### config.mk
export PLATFORM = sky130hd
export DESIGN_NAME = gopf_exp_ctrl
export DESIGN_NICKNAME = d
export VERILOG_FILES = /design/src/rtl/gopf_pkg.sv /design/src/rtl/gopf_msb_enc.sv /design/src/rtl/gopf_exp_ctrl.sv
export SDC_FILE = /design/constraint.sdc
export NUM_CORES = 1
export LEC_CHECK = 0
export CAP_MARGIN = 40
export CORE_AREA = 3 3 402 404
export DETAILED_ROUTE_END_ITERATION = 7
export DIE_AREA = 0 0 405 407
export PLACE_DENSITY = 0.4
export SLEW_MARGIN = 0
export SYNTH_ARGS = -nofsm -noshare
export SYNTH_HDL_FRONTEND = slang
export SYNTH_SLANG_ARGS = --single-unit
export TNS_END_PERCENT = 20
### constraint.sdc
create_clock -name clk -period 2.84 [get_ports clk]
set_clock_uncertainty 0.05 [all_clocks]
set_input_delay 0.426 -clock clk [delete_from_list [all_inputs] [get_ports clk]]
set_output_delay 0.426 -clock clk [all_outputs]
set_load 0.01 [all_outputs]
### src/rtl/gopf_pkg.sv
// Shared types and constants for the GF(2^m) exponentiation sequencer.
package gopf_pkg;

    localparam int GOPF_DAT_W = 144;
    localparam int GOPF_EXP_W = 16;

    localparam logic [GOPF_DAT_W-1:0] ONE = GOPF_DAT_W'(1);

    typedef enum logic [2:0] {
        ST_IDLE,
        ST_LOAD,
        ST_CLR,
        ST_START,
        ST_WAIT,
        ST_FIN
    } state_e;

    typedef enum logic {
        OP_SQR,
        OP_MUL
    } op_e;

    // Never returns less than 1 so that derived counters keep a legal width.
    function automatic int clog2(input int v);
        int r;
        r = 1;
        while ((1 << r) < v) r++;
        return r;
    endfunction

endpackage

### src/rtl/gopf_msb_enc.sv
// Priority encoder: index of the highest set bit of val_i, plus an all-zero flag.
module gopf_msb_enc
    import gopf_pkg::*;
#(
    parameter int W  = GOPF_EXP_W,
    parameter int KW = clog2(W)
) (
    input  logic [W-1:0]  val_i,
    output logic [KW-1:0] k_o,
    output logic          zero_o
);

    always_comb begin
        k_o = '0;
        for (int j = 0; j < W; j++) begin
            if (val_i[j]) k_o = KW'(j);
        end
    end

    assign zero_o = ~|val_i;

endmodule

### src/rtl/gopf_exp_ctrl.sv
// Left-to-right square-and-multiply sequencer driving one shared GF(2^m) multiplier.
//   state | meaning
//   IDLE  | wait for start, latch operands
//   LOAD  | find exponent MSB, seed accumulator
//   CLR   | clear multiplier, present operands
//   START | pulse mul_start, load wait counter
//   WAIT  | count down multiplier latency, capture product
//   FIN   | publish result, pulse done
module gopf_exp_ctrl
    import gopf_pkg::*;
#(
    parameter int DAT_W   = GOPF_DAT_W,
    parameter int EXP_W   = GOPF_EXP_W,
    parameter int MUL_LAT = 144
) (
    input  logic             clk,
    input  logic             rst_b,
    input  logic             start,
    input  logic [DAT_W-1:0] base,
    input  logic [EXP_W-1:0] exp,
    input  logic [DAT_W-1:0] mod,
    output logic             busy,
    output logic             done,
    output logic [DAT_W-1:0] result,
    output logic             mul_rst_b,
    output logic             mul_start,
    output logic [DAT_W-1:0] mul_a,
    output logic [DAT_W-1:0] mul_b,
    output logic [DAT_W-1:0] mul_mod,
    input  logic [DAT_W-1:0] mul_out
);

    localparam int KW    = clog2(EXP_W);
    localparam int CNT_W = clog2(MUL_LAT);

    state_e             state_q, state_d;
    op_e                op_q, op_d;
    logic [DAT_W-1:0]   base_q, base_d;
    logic [EXP_W-1:0]   exp_q, exp_d;
    logic [DAT_W-1:0]   mod_q, mod_d;
    logic [DAT_W-1:0]   acc_q, acc_d;
    logic [DAT_W-1:0]   result_q, result_d;
    logic [KW-1:0]      idx_q, idx_d;
    logic [CNT_W-1:0]   cnt_q, cnt_d;
    logic [KW-1:0]      msb_k;
    logic               exp_zero;

    gopf_msb_enc #(.W(EXP_W), .KW(KW)) u_msb_enc (
        .val_i  (exp_q),
        .k_o    (msb_k),
        .zero_o (exp_zero)
    );

    always_ff @(posedge clk or negedge rst_b) begin
        if (!rst_b) begin
            state_q  <= ST_IDLE;
            op_q     <= OP_SQR;
            base_q   <= '0;
            exp_q    <= '0;
            mod_q    <= '0;
            acc_q    <= '0;
            result_q <= '0;
            idx_q    <= '0;
            cnt_q    <= '0;
        end else begin
            state_q  <= state_d;
            op_q     <= op_d;
            base_q   <= base_d;
            exp_q    <= exp_d;
            mod_q    <= mod_d;
            acc_q    <= acc_d;
            result_q <= result_d;
            idx_q    <= idx_d;
            cnt_q    <= cnt_d;
        end
    end

    always_comb begin
        state_d  = state_q;
        op_d     = op_q;
        base_d   = base_q;
        exp_d    = exp_q;
        mod_d    = mod_q;
        acc_d    = acc_q;
        idx_d    = idx_q;
        cnt_d    = cnt_q;
        result_d = result_q;
        case (state_q)
            ST_IDLE: begin
                if (start) begin
                    base_d  = base;
                    exp_d   = exp;
                    mod_d   = mod;
                    state_d = ST_LOAD;
                end
            end
            ST_LOAD: begin
                if (exp_zero) begin
                    acc_d   = DAT_W'(ONE);
                    state_d = ST_FIN;
                end else begin
                    acc_d = base_q;
                    if (msb_k == '0) begin
                        state_d = ST_FIN;
                    end else begin
                        idx_d   = msb_k - KW'(1);
                        op_d    = OP_SQR;
                        state_d = ST_CLR;
                    end
                end
            end
            ST_CLR:   state_d = ST_START;
            ST_START: begin
                cnt_d   = CNT_W'(MUL_LAT - 1);
                state_d = ST_WAIT;
            end
            ST_WAIT: begin
                if (cnt_q == '0) begin
                    acc_d = mul_out;
                    if (op_q == OP_SQR && exp_q[idx_q]) begin
                        op_d    = OP_MUL;
                        state_d = ST_CLR;
                    end else if (idx_q == '0) begin
                        state_d = ST_FIN;
                    end else begin
                        idx_d   = idx_q - KW'(1);
                        op_d    = OP_SQR;
                        state_d = ST_CLR;
                    end
                end else begin
                    cnt_d = cnt_q - CNT_W'(1);
                end
            end
            ST_FIN:   state_d = ST_IDLE;
            default:  state_d = ST_IDLE;
        endcase
        // result is already valid in the FIN cycle alongside done
        if (state_d == ST_FIN) result_d = acc_d;
    end

    always_comb begin
        busy      = 1'b0;
        done      = 1'b0;
        mul_rst_b = 1'b1;
        mul_start = 1'b0;
        mul_b     = acc_q;
        case (state_q)
            ST_LOAD:  busy = 1'b1;
            ST_CLR: begin
                busy      = 1'b1;
                mul_rst_b = 1'b0;
            end
            ST_START: begin
                busy      = 1'b1;
                mul_start = 1'b1;
            end
            ST_WAIT:  busy = 1'b1;
            ST_FIN:   done = 1'b1;
            default:  busy = 1'b0;
        endcase
        if (op_q == OP_MUL) mul_b = base_q;
    end

    assign mul_a   = acc_q;
    assign mul_mod = mod_q;
    assign result  = result_q;

endmodule

Word-level counts from Yosys, hierarchy flattened
Cells that the tools add are included.

Flip-flop bits (word level): 608. Output and inout port bits: 580.

Add/subtract/negate cells: 3. Magnitude comparators: 1. Eq/ne operators: 13. Mux-type cells: 46. Bitwise operators: 1. Reductions and logical operators: 13.

Operators with widths (number): 144-bit 2-to-1 mux (3); 144-bit one-hot mux with 2 select lines (1); 4-bit 2-to-1 mux (13); 3-bit 2-to-1 mux (10); 8-bit one-hot mux with 2 select lines (1); 16-bit OR reduction (1); 3-bit one-hot mux with 5 select lines (1); 1-bit 2-to-1 mux (11); 2-bit != test, second input constant (5); 3-bit == test, second input constant (3); 4-bit logical NOT (2); 8-bit logical NOT (1); 8-bit 2-to-1 mux (1); 4-bit one-hot mux with 2 select lines (1); 4-bit by 1-bit subtractor with 4-bit output, second input constant (2); 8-bit by 1-bit subtractor with 8-bit output, second input constant (1); 3-bit by 2-bit == test with 1-bit output, second input constant (2); 6-bit AND reduction (1); 4-bit by 5-bit less-than comparator with 1-bit output, second input constant (1); 5-bit AND reduction (1); 1-bit binary-select mux with 4-bit select (1); 2-bit 2-to-1 mux (2); 2-bit AND reduction (2); 2-bit nonzero test (2); 8 further kinds (8).

Longest topological paths before layout
Gate-level depths: netlist of run 1.

Depth after elaboration: 20. Gate-level depth with buffers: 11. Gate-level depth less buffers: 8.

Hierarchy
From an unflattened synthesis of run 1, not the netlist that was laid out.

Cell total of the unflattened synthesis: 1829. Area, all modules: 25764.7 um2.

Modules (own cells, without submodules): gopf_exp_ctrl (instances 1, area an instance 25603.3 um2, seq. area each 15214.6 um2, cells an instance 1800); gopf_msb_enc (instances 1, area an instance 161.4 um2, seq. area each 0.0 um2, cells an instance 29).

Worst setup path before layout of run 1
No wires, ideal clock.

Path kind: register to register. From: register exp_q[13]. To: register result_q[104], in the netlist result[104]. Arrival: 2347 ps. Buffers on the path: 3. Setup slack: 315 ps. Data required time: 2663 ps. Setup time: 127 ps. Stages on the path, launching flop included: 9. Cell sequence: dfrtp_1 nor4_2 nand3_1 or4_1 o21ai_1 buf_4 buf_12 buf_6 mux2_1.

Longest elaborated chain between the ends: 8.

RTL lines: start: declaration (RTL line gopf_exp_ctrl.sv:39) `logic [EXP_W-1:0] exp_q, exp_d;`; start signal: assignment (RTL line gopf_exp_ctrl.sv:69) `exp_q <= exp_d;`; parallel branches: the longest is 8 deep, another holds 3-bit one-hot mux with 5 select lines; end signal: assignment (RTL line gopf_exp_ctrl.sv:72) `result_q <= result_d;`; end: declaration (RTL line gopf_exp_ctrl.sv:42) `logic [DAT_W-1:0] result_q, result_d;`.

Parallel ways; which one is timed is not known. The select of a mux whose other input is x is not followed. A chain may end at the register's enable or synchronous reset.

Worst setup path after layout of run 1
From: register op_q. To: output port mul_b[22].

Longest elaborated chain between the ends: 1.

RTL lines: start: declaration (RTL line gopf_exp_ctrl.sv:37) `op_e op_q, op_d;`; start signal: assignment (RTL line gopf_exp_ctrl.sv:67) `op_q <= op_d;`; 144-bit 2-to-1 mux (RTL line gopf_exp_ctrl.sv:161) `if (op_q == OP_MUL) mul_b = base_q;`; end: declaration (RTL line gopf_exp_ctrl.sv:28) `output logic [DAT_W-1:0] mul_b,`.

No other way between the ends.

==> results of run 1 <==
## power groups by stage
stage | Sequential, mW | Clock, mW | Combinational (mW)
global route | 15.4 | 12.0 | 19.3
detailed placement | 15.0 | 0 | 18.9
finish | 14.9 | 11.2 | 17.9
floorplan | 15.0 | 0 | 7.34
CTS | 15.0 | 11.7 | 18.3
global placement | 15.1 | 0 | 18.8
## synthesized netlist by cell type (10+ instances only)
library cell	instances	area, um^2
a22oi_1	144	1080
buf_2	21	105
buf_4	11	82.6
clkbuf_1	74	278
dfrtp_1	608	15200
mux2_1	39	439
mux2_2	539	6070
mux2_4	12	180
nand2_1	298	1120
nand3_1	11	55.1
nor2_1	19	71.3
o21ai_0	10	50.1
## layout make-up
class | count | area, um^2
Antenna cell | 12 | 30.0
Clock buffer | 119 | 2440
Clock inverter | 30 | 475
Fill cell | 16500 | 116000
Inverter | 6 | 22.5
Multi-Input combinational cell | 1143 | 9780
Sequential cell | 608 | 15200
Tap cell | 2072 | 2590
Timing Repair Buffer | 1156 | 11700
## worst max-delay path by stage
stage,startpoint,end,slack [ns],cells after the start
after floorplan,exp_q[13],result[104],0.32,8
after global placement,exp_q[1],result[54],-0.008,8
after detailed placement,exp_q[12],result[68],-0.01,7
after CTS,op_q,mul_b[138],-0.09,4
after global routing,op_q,mul_b[22],-0.07,7
final,op_q,mul_b[22],0.04,7
## layer usage
layer	GRT usage, %	routed length, um	vias up
met5	0	104	-
met4	3.69	2240	14
met3	4.50	8920	129
met2	26.5	66100	628
met1	17.1	49900	10100
li1	-	-	8978
## worst reg2reg max path: stages, from the launching register on
cell and delay, ns:
dfrtp_2 0.45, mux4_2 0.48, o2111a_2 0.29, nor2_2 0.11, nand2_2 0.10, o21ai_4 0.27
buf_12 0.19, buf_12 0.16, clkbuf_16 0.20, mux2_1 0.32
## cells by family after synthesis
group | count (synthesis) | synth area share (%)
xor+xnor | 6 | 0.206
mux | 596 | 26.6
flops | 608 | 59.7
compound gates | 174 | 5.04
fa+ha+maj | 2 | 0.0982
simple gates | 365 | 6.07
buf+inv | 124 | 2.32
## stage by stage
stage | area [um^2] | utilization [%] | setup TNS [ns]
floorplan | 25500 | - | 0
global placement | 39100 | 24.7 | -0.0613
detailed placement | 39100 | 24.7 | -0.0623
CTS | 42000 | 26.6 | -0.260
global route | 42200 | 26.7 | -0.272
finish | 42300 | 26.7 | 0
## timing repair
action / CTS / global route
endpoints found under the hold margin: 32 / 0
setup endpoints to repair: 194 / 118
buffers inserted: 5 / 10
gates cloned: 1 / 2
pin swaps: 0 / 2
resized for setup: 183 / 22
hold buffers: 1 / 0
## registers in the layout (all words and copies together) (netlist names)
register	count
base_q	144
cnt_q	8
exp_q	16
idx_q	4
mul_a	144
mul_mod	144
op_q	1
result	144
state_q	3
==> flow_summary.yaml, run 1 <==
drt:
  vias_per_cell: 3.86
  drt-pass1-iter-count: 5
  drtIter0Drc: 851
  drt-total-wl_um: 127000
  vias: 19900
  routedWlPerCell_um: 24.7
  drc: 0
  ant_nets: 0
worst_setup_path:
  reg2regPathDepth: 9
  crit_chain: "buf_4, buf_12, buf_16, buf_4, buf_4, mux2_2, buf_2"
  critPathBufInv: 6
  start_kind: "flip-flop"
  crit_required_ns: 2.36
  slowest_stage: "dfrtp_4"
  cpMostUsedCell: "buf_4"
  path_max_fanout: 15
  reg2reg_setup_slack_ns: 0.09
  r2r-end: "result[109]"
  cp_top_family: "buffers and inverters"
  cpPeakStageDelay_ns: 0.48
  critPathKind: "reg -> out"
  cp.arrival_ns: 2.33
  worst_setup_path_end_kind: "primary output"
  r2r_start: "exp_q[12]"
power_and_ir_drop:
  comb_power_share_pct: 40.7
  p_total_mw: 44.1
  powerDensity_nw_per_um2: 1040
  pwr-share-seq_pct: 33.9
  power_leakage_nw: 18.0
  p_switching_mw: 15.5
  peakVddDrop_uv: 447
  clkPwrFrac_pct: 25.4
  sw_frac_of_total_pct: 35.2
  p_int_mw: 28.6
status:
  status: "complete, no violations"
synthesis:
  syn_area_um2: 25500
  synth_warnings: 0
  synthArstFlopShare_pct: 100
  synth-main-ff-cell: "dfrtp_1"
  synthCells: 1875
  synth_seq_cells: 608
  synth_edf_count: 0
  syn_nets: 2328
  ys_seq_area_share_pct: 59.7
  syn_area_per_cell_um2: 13.6
  synthDistinctLibCells: 53
clock_network:
  clk_pin_slew_worst_paths_ns: 0.06
  htree_levels: 3
  clock_latency_ns: 0.68
  cts_root_buf: "clkbuf_16"
  cts_buffer_depth: 3
  numCtsBuffers: 81
  cts_tree: "yes"
  cts_sinks: 608
layout:
  drive_gt1_share_pct: 27.7
  mostFrequentLayoutCells: "884 x clkdlybuf4s50_1, 603 x dfrtp_1, 538 x mux2_2"
  instances_no_fill: 5146
  layout_commonest_cell: "clkdlybuf4s50_1"
  final_nets: 3449
  syn2layout_area_growth_pct: 65.8
die:
  dieArea_um2: 165000
  initial_core_util_pct: 16.1
  fp.dieW_um: 405
  coreArea_um2: 158000
  ioPinCount: 1031
  die_h_um: 407
  rows: 146
worst_hold_path:
  hold_path_class: "in -> reg"
  hold_end: "mul_a[85]"
  holdPathStages: 3
  hp-start: "mul_out[85]"
place:
  place_inst: 4967
  hpwl_um: 97700
  gp_congestion: 0.790
  numPortBuffers: 1030
  dp_slack_ns: -0.0109
timing:
  fin_crit_sh_pct: 98.6
  max_slew_margin_pct: 52.4
  setup_viol: 0
  finalCriticalPeriod_ns: 2.80
  final-hold-violation-count: 0
  whs_ns: 0.259
  fmax_mhz: 357
  tightest_slew_ns: 0.714
  slew_violations: 0
  rsz0062_at_grt: "yes"
  timing.final.ws_setup_ns: 0.0387
grt:
  grt_usage_pct: 14.8
  grt_start_max_net_pins: 70
  overflow: 0
  grt_pass1_wl_um: 174000
  antenna_found_initial: 23
  grt_pass1_vias: 21100
run:
  cap_violations: 0
(Power assumes the default switching activity.)
==> inputs of run 2 (changes only) <==
--- a/config.mk
+++ b/config.mk
@@ -10,6 +10,7 @@
 export DETAILED_ROUTE_END_ITERATION = 7
 export DIE_AREA = 0 0 405 407
 export PLACE_DENSITY = 0.4
+export RECOVER_POWER = 50
 export SLEW_MARGIN = 0
 export SYNTH_ARGS = -nofsm -noshare
 export SYNTH_HDL_FRONTEND = slang
==> run 2 against run 1 <==
  * The flow now finishes with violations (max-capacitance violations, max-slew violations)
  * Clock-buffer cell count is the same
  * Sequential cell count unchanged
  * Largest power group unchanged
  * Power shrank 0.59%
==> flow_summary.yaml, run 2 (synthesis results as in run 1) <==
clock_network:
  cts_root_buf: "clkbuf_16"
  cts_sinks: 608
  clock_latency_ns: 0.68
  cts_buffer_depth: 3
  numCtsBuffers: 81
  clk_pin_slew_worst_paths_ns: 0.06
  htree_levels: 3
  cts_tree: "yes"
layout:
  final_core_util_pct: 26.6
  mostFrequentLayoutCells: "836 x clkdlybuf4s50_1, 603 x dfrtp_1, 538 x mux2_2"
  syn2layout_area_growth_pct: 65.2
  drive_gt1_share_pct: 27.5
  final_nets: 3449
  fillers: 16600
  layout_commonest_cell: "clkdlybuf4s50_1"
  final_area_um2: 42100
grt:
  antenna_found_initial: 23
  grt_pass1_vias: 21100
  overflow: 0
  grt_pass1_wl_um: 174000
  grt_start_max_net_pins: 70
  grt_usage_pct: 14.8
die:
  dieArea_um2: 165000
  initial_core_util_pct: 16.1
  coreArea_um2: 158000
  fp.dieW_um: 405
  rows: 146
  die_h_um: 407
  ioPinCount: 1031
status:
  violations: "max-capacitance violations, max-slew violations"
  status: "complete, but fails checks"
worst_hold_path:
  hold_end: "mul_a[85]"
  hold_path_class: "in -> reg"
  holdPathStages: 3
  hp-start: "mul_out[85]"
worst_setup_path:
  start_kind: "flip-flop"
  r2r-end: "result[94]"
  reg2reg_setup_slack_ns: 0.09
  critPathKind: "reg -> out"
  crit_required_ns: 2.36
  path_max_fanout: 15
  worst_setup_path_end_kind: "primary output"
  cp.arrival_ns: 2.33
  r2r_start: "exp_q[12]"
  reg2regPathDepth: 9
timing:
  tightest_slew_ns: 1.94
  max_slew_margin_pct: -29.3
  fin_crit_sh_pct: 98.6
  final-hold-violation-count: 0
  tns_ns: 0
  setup_viol: 0
  timing.final.ws_setup_ns: 0.0384
  rsz0062_at_grt: "yes"
  slew_violations: 45
  finalCriticalPeriod_ns: 2.80
  fmax_mhz: 357
place:
  hpwl_um: 97700
  gp_congestion: 0.790
  placed_area_um2: 39100
  numPortBuffers: 1030
  dp_slack_ns: -0.0109
power_and_ir_drop:
  power_leakage_nw: 18.0
  powerDensity_nw_per_um2: 1040
  peakVddDrop_uv: 446
drt:
  ant_nets: 0
  vias_per_cell: 3.87
  drc: 0
  routedWlPerCell_um: 24.8
  drtIter0Drc: 829
  drt-total-wl_um: 127000
  vias: 19900
  drt-pass1-iter-count: 5
run:
  cap_violations: 1
## run 2: cell types whose count changed in the layout (fill, tap and decap cells not counted)
cell,previous run,this run
dlygate4sd3_1,1,49
clkbuf_4,0,3
buf_6,4,11
buf_12,37,27
diode_2,12,11
clkbuf_2,1,16
buf_8,1,0
clkdlybuf4s50_1,884,836
buf_4,77,57
clkbuf_1,12,18
## run 2: stage by stage
step	hold slack [ns]	total power [mW]	instances
6_report	0.258	43.8	5145
3_3_place_gp	0.398	33.9	4966
3_5_place_dp	0.397	33.9	4967
2_1_floorplan	0.0804	22.3	1875
4_1_cts	0.158	45.0	5123
5_1_grt	0.220	46.5	5137
## run 2: worst max-delay path: stages (launching register included)
cell     delay, ns
dfrtp_4       0.48
buf_4         0.15
buf_12        0.15
buf_16        0.17
buf_4         0.15
buf_4         0.12
mux2_2        0.25
buf_2         0.15
## run 2: where the power goes
group	switching, mW	internal, mW
sequential	2.86	12.0
clock	4.39	6.82
combinational	8.22	9.47
total	15.5	28.3
## run 2: worst max-delay path by stage
stage / slack, ns / to / start
finish: 0.04 / mul_b[22] / op_q
global route: -0.07 / mul_b[22] / op_q
CTS: -0.09 / mul_b[138] / op_q
detailed placement: -0.01 / result[68] / exp_q[12]
global placement: -0.008 / result[54] / exp_q[1]
floorplan: 0.32 / result[104] / exp_q[13]
## run 2: final cells by class
type / instances / area [um^2] / share of cell area, %
Sequential cell: 608 / 15200 / 36.2
Multi-Input combinational cell: 1143 / 9780 / 23.2
Clock buffer: 119 / 2440 / 5.80
Tap cell: 2072 / 2590 / 6.16
Timing Repair Buffer: 1156 / 11500 / 27.4
Antenna cell: 11 / 27.5 / 0.0654
Clock inverter: 30 / 475 / 1.13
Inverter: 6 / 22.5 / 0.0535
## run 2: layer usage
layer  global-route usage (%)  wire (um)  up-vias
li1                         -          -     8974
met1                     17.1      49900    10200
met2                     26.5      66200      635
met3                     4.50       8910      128
met4                     3.69       2220       14
met5                        0        111        -
## run 2: repair_timing
item                                    in CTS  in global routing
endpoints found under the hold margin       32                  0
pin swaps                                    0                  2
endpoints found under the setup margin     194                118
hold buffers                                 1                  0
buffers inserted                             5                 10
gates cloned                                 1                  2
gates resized for setup                    183                 22
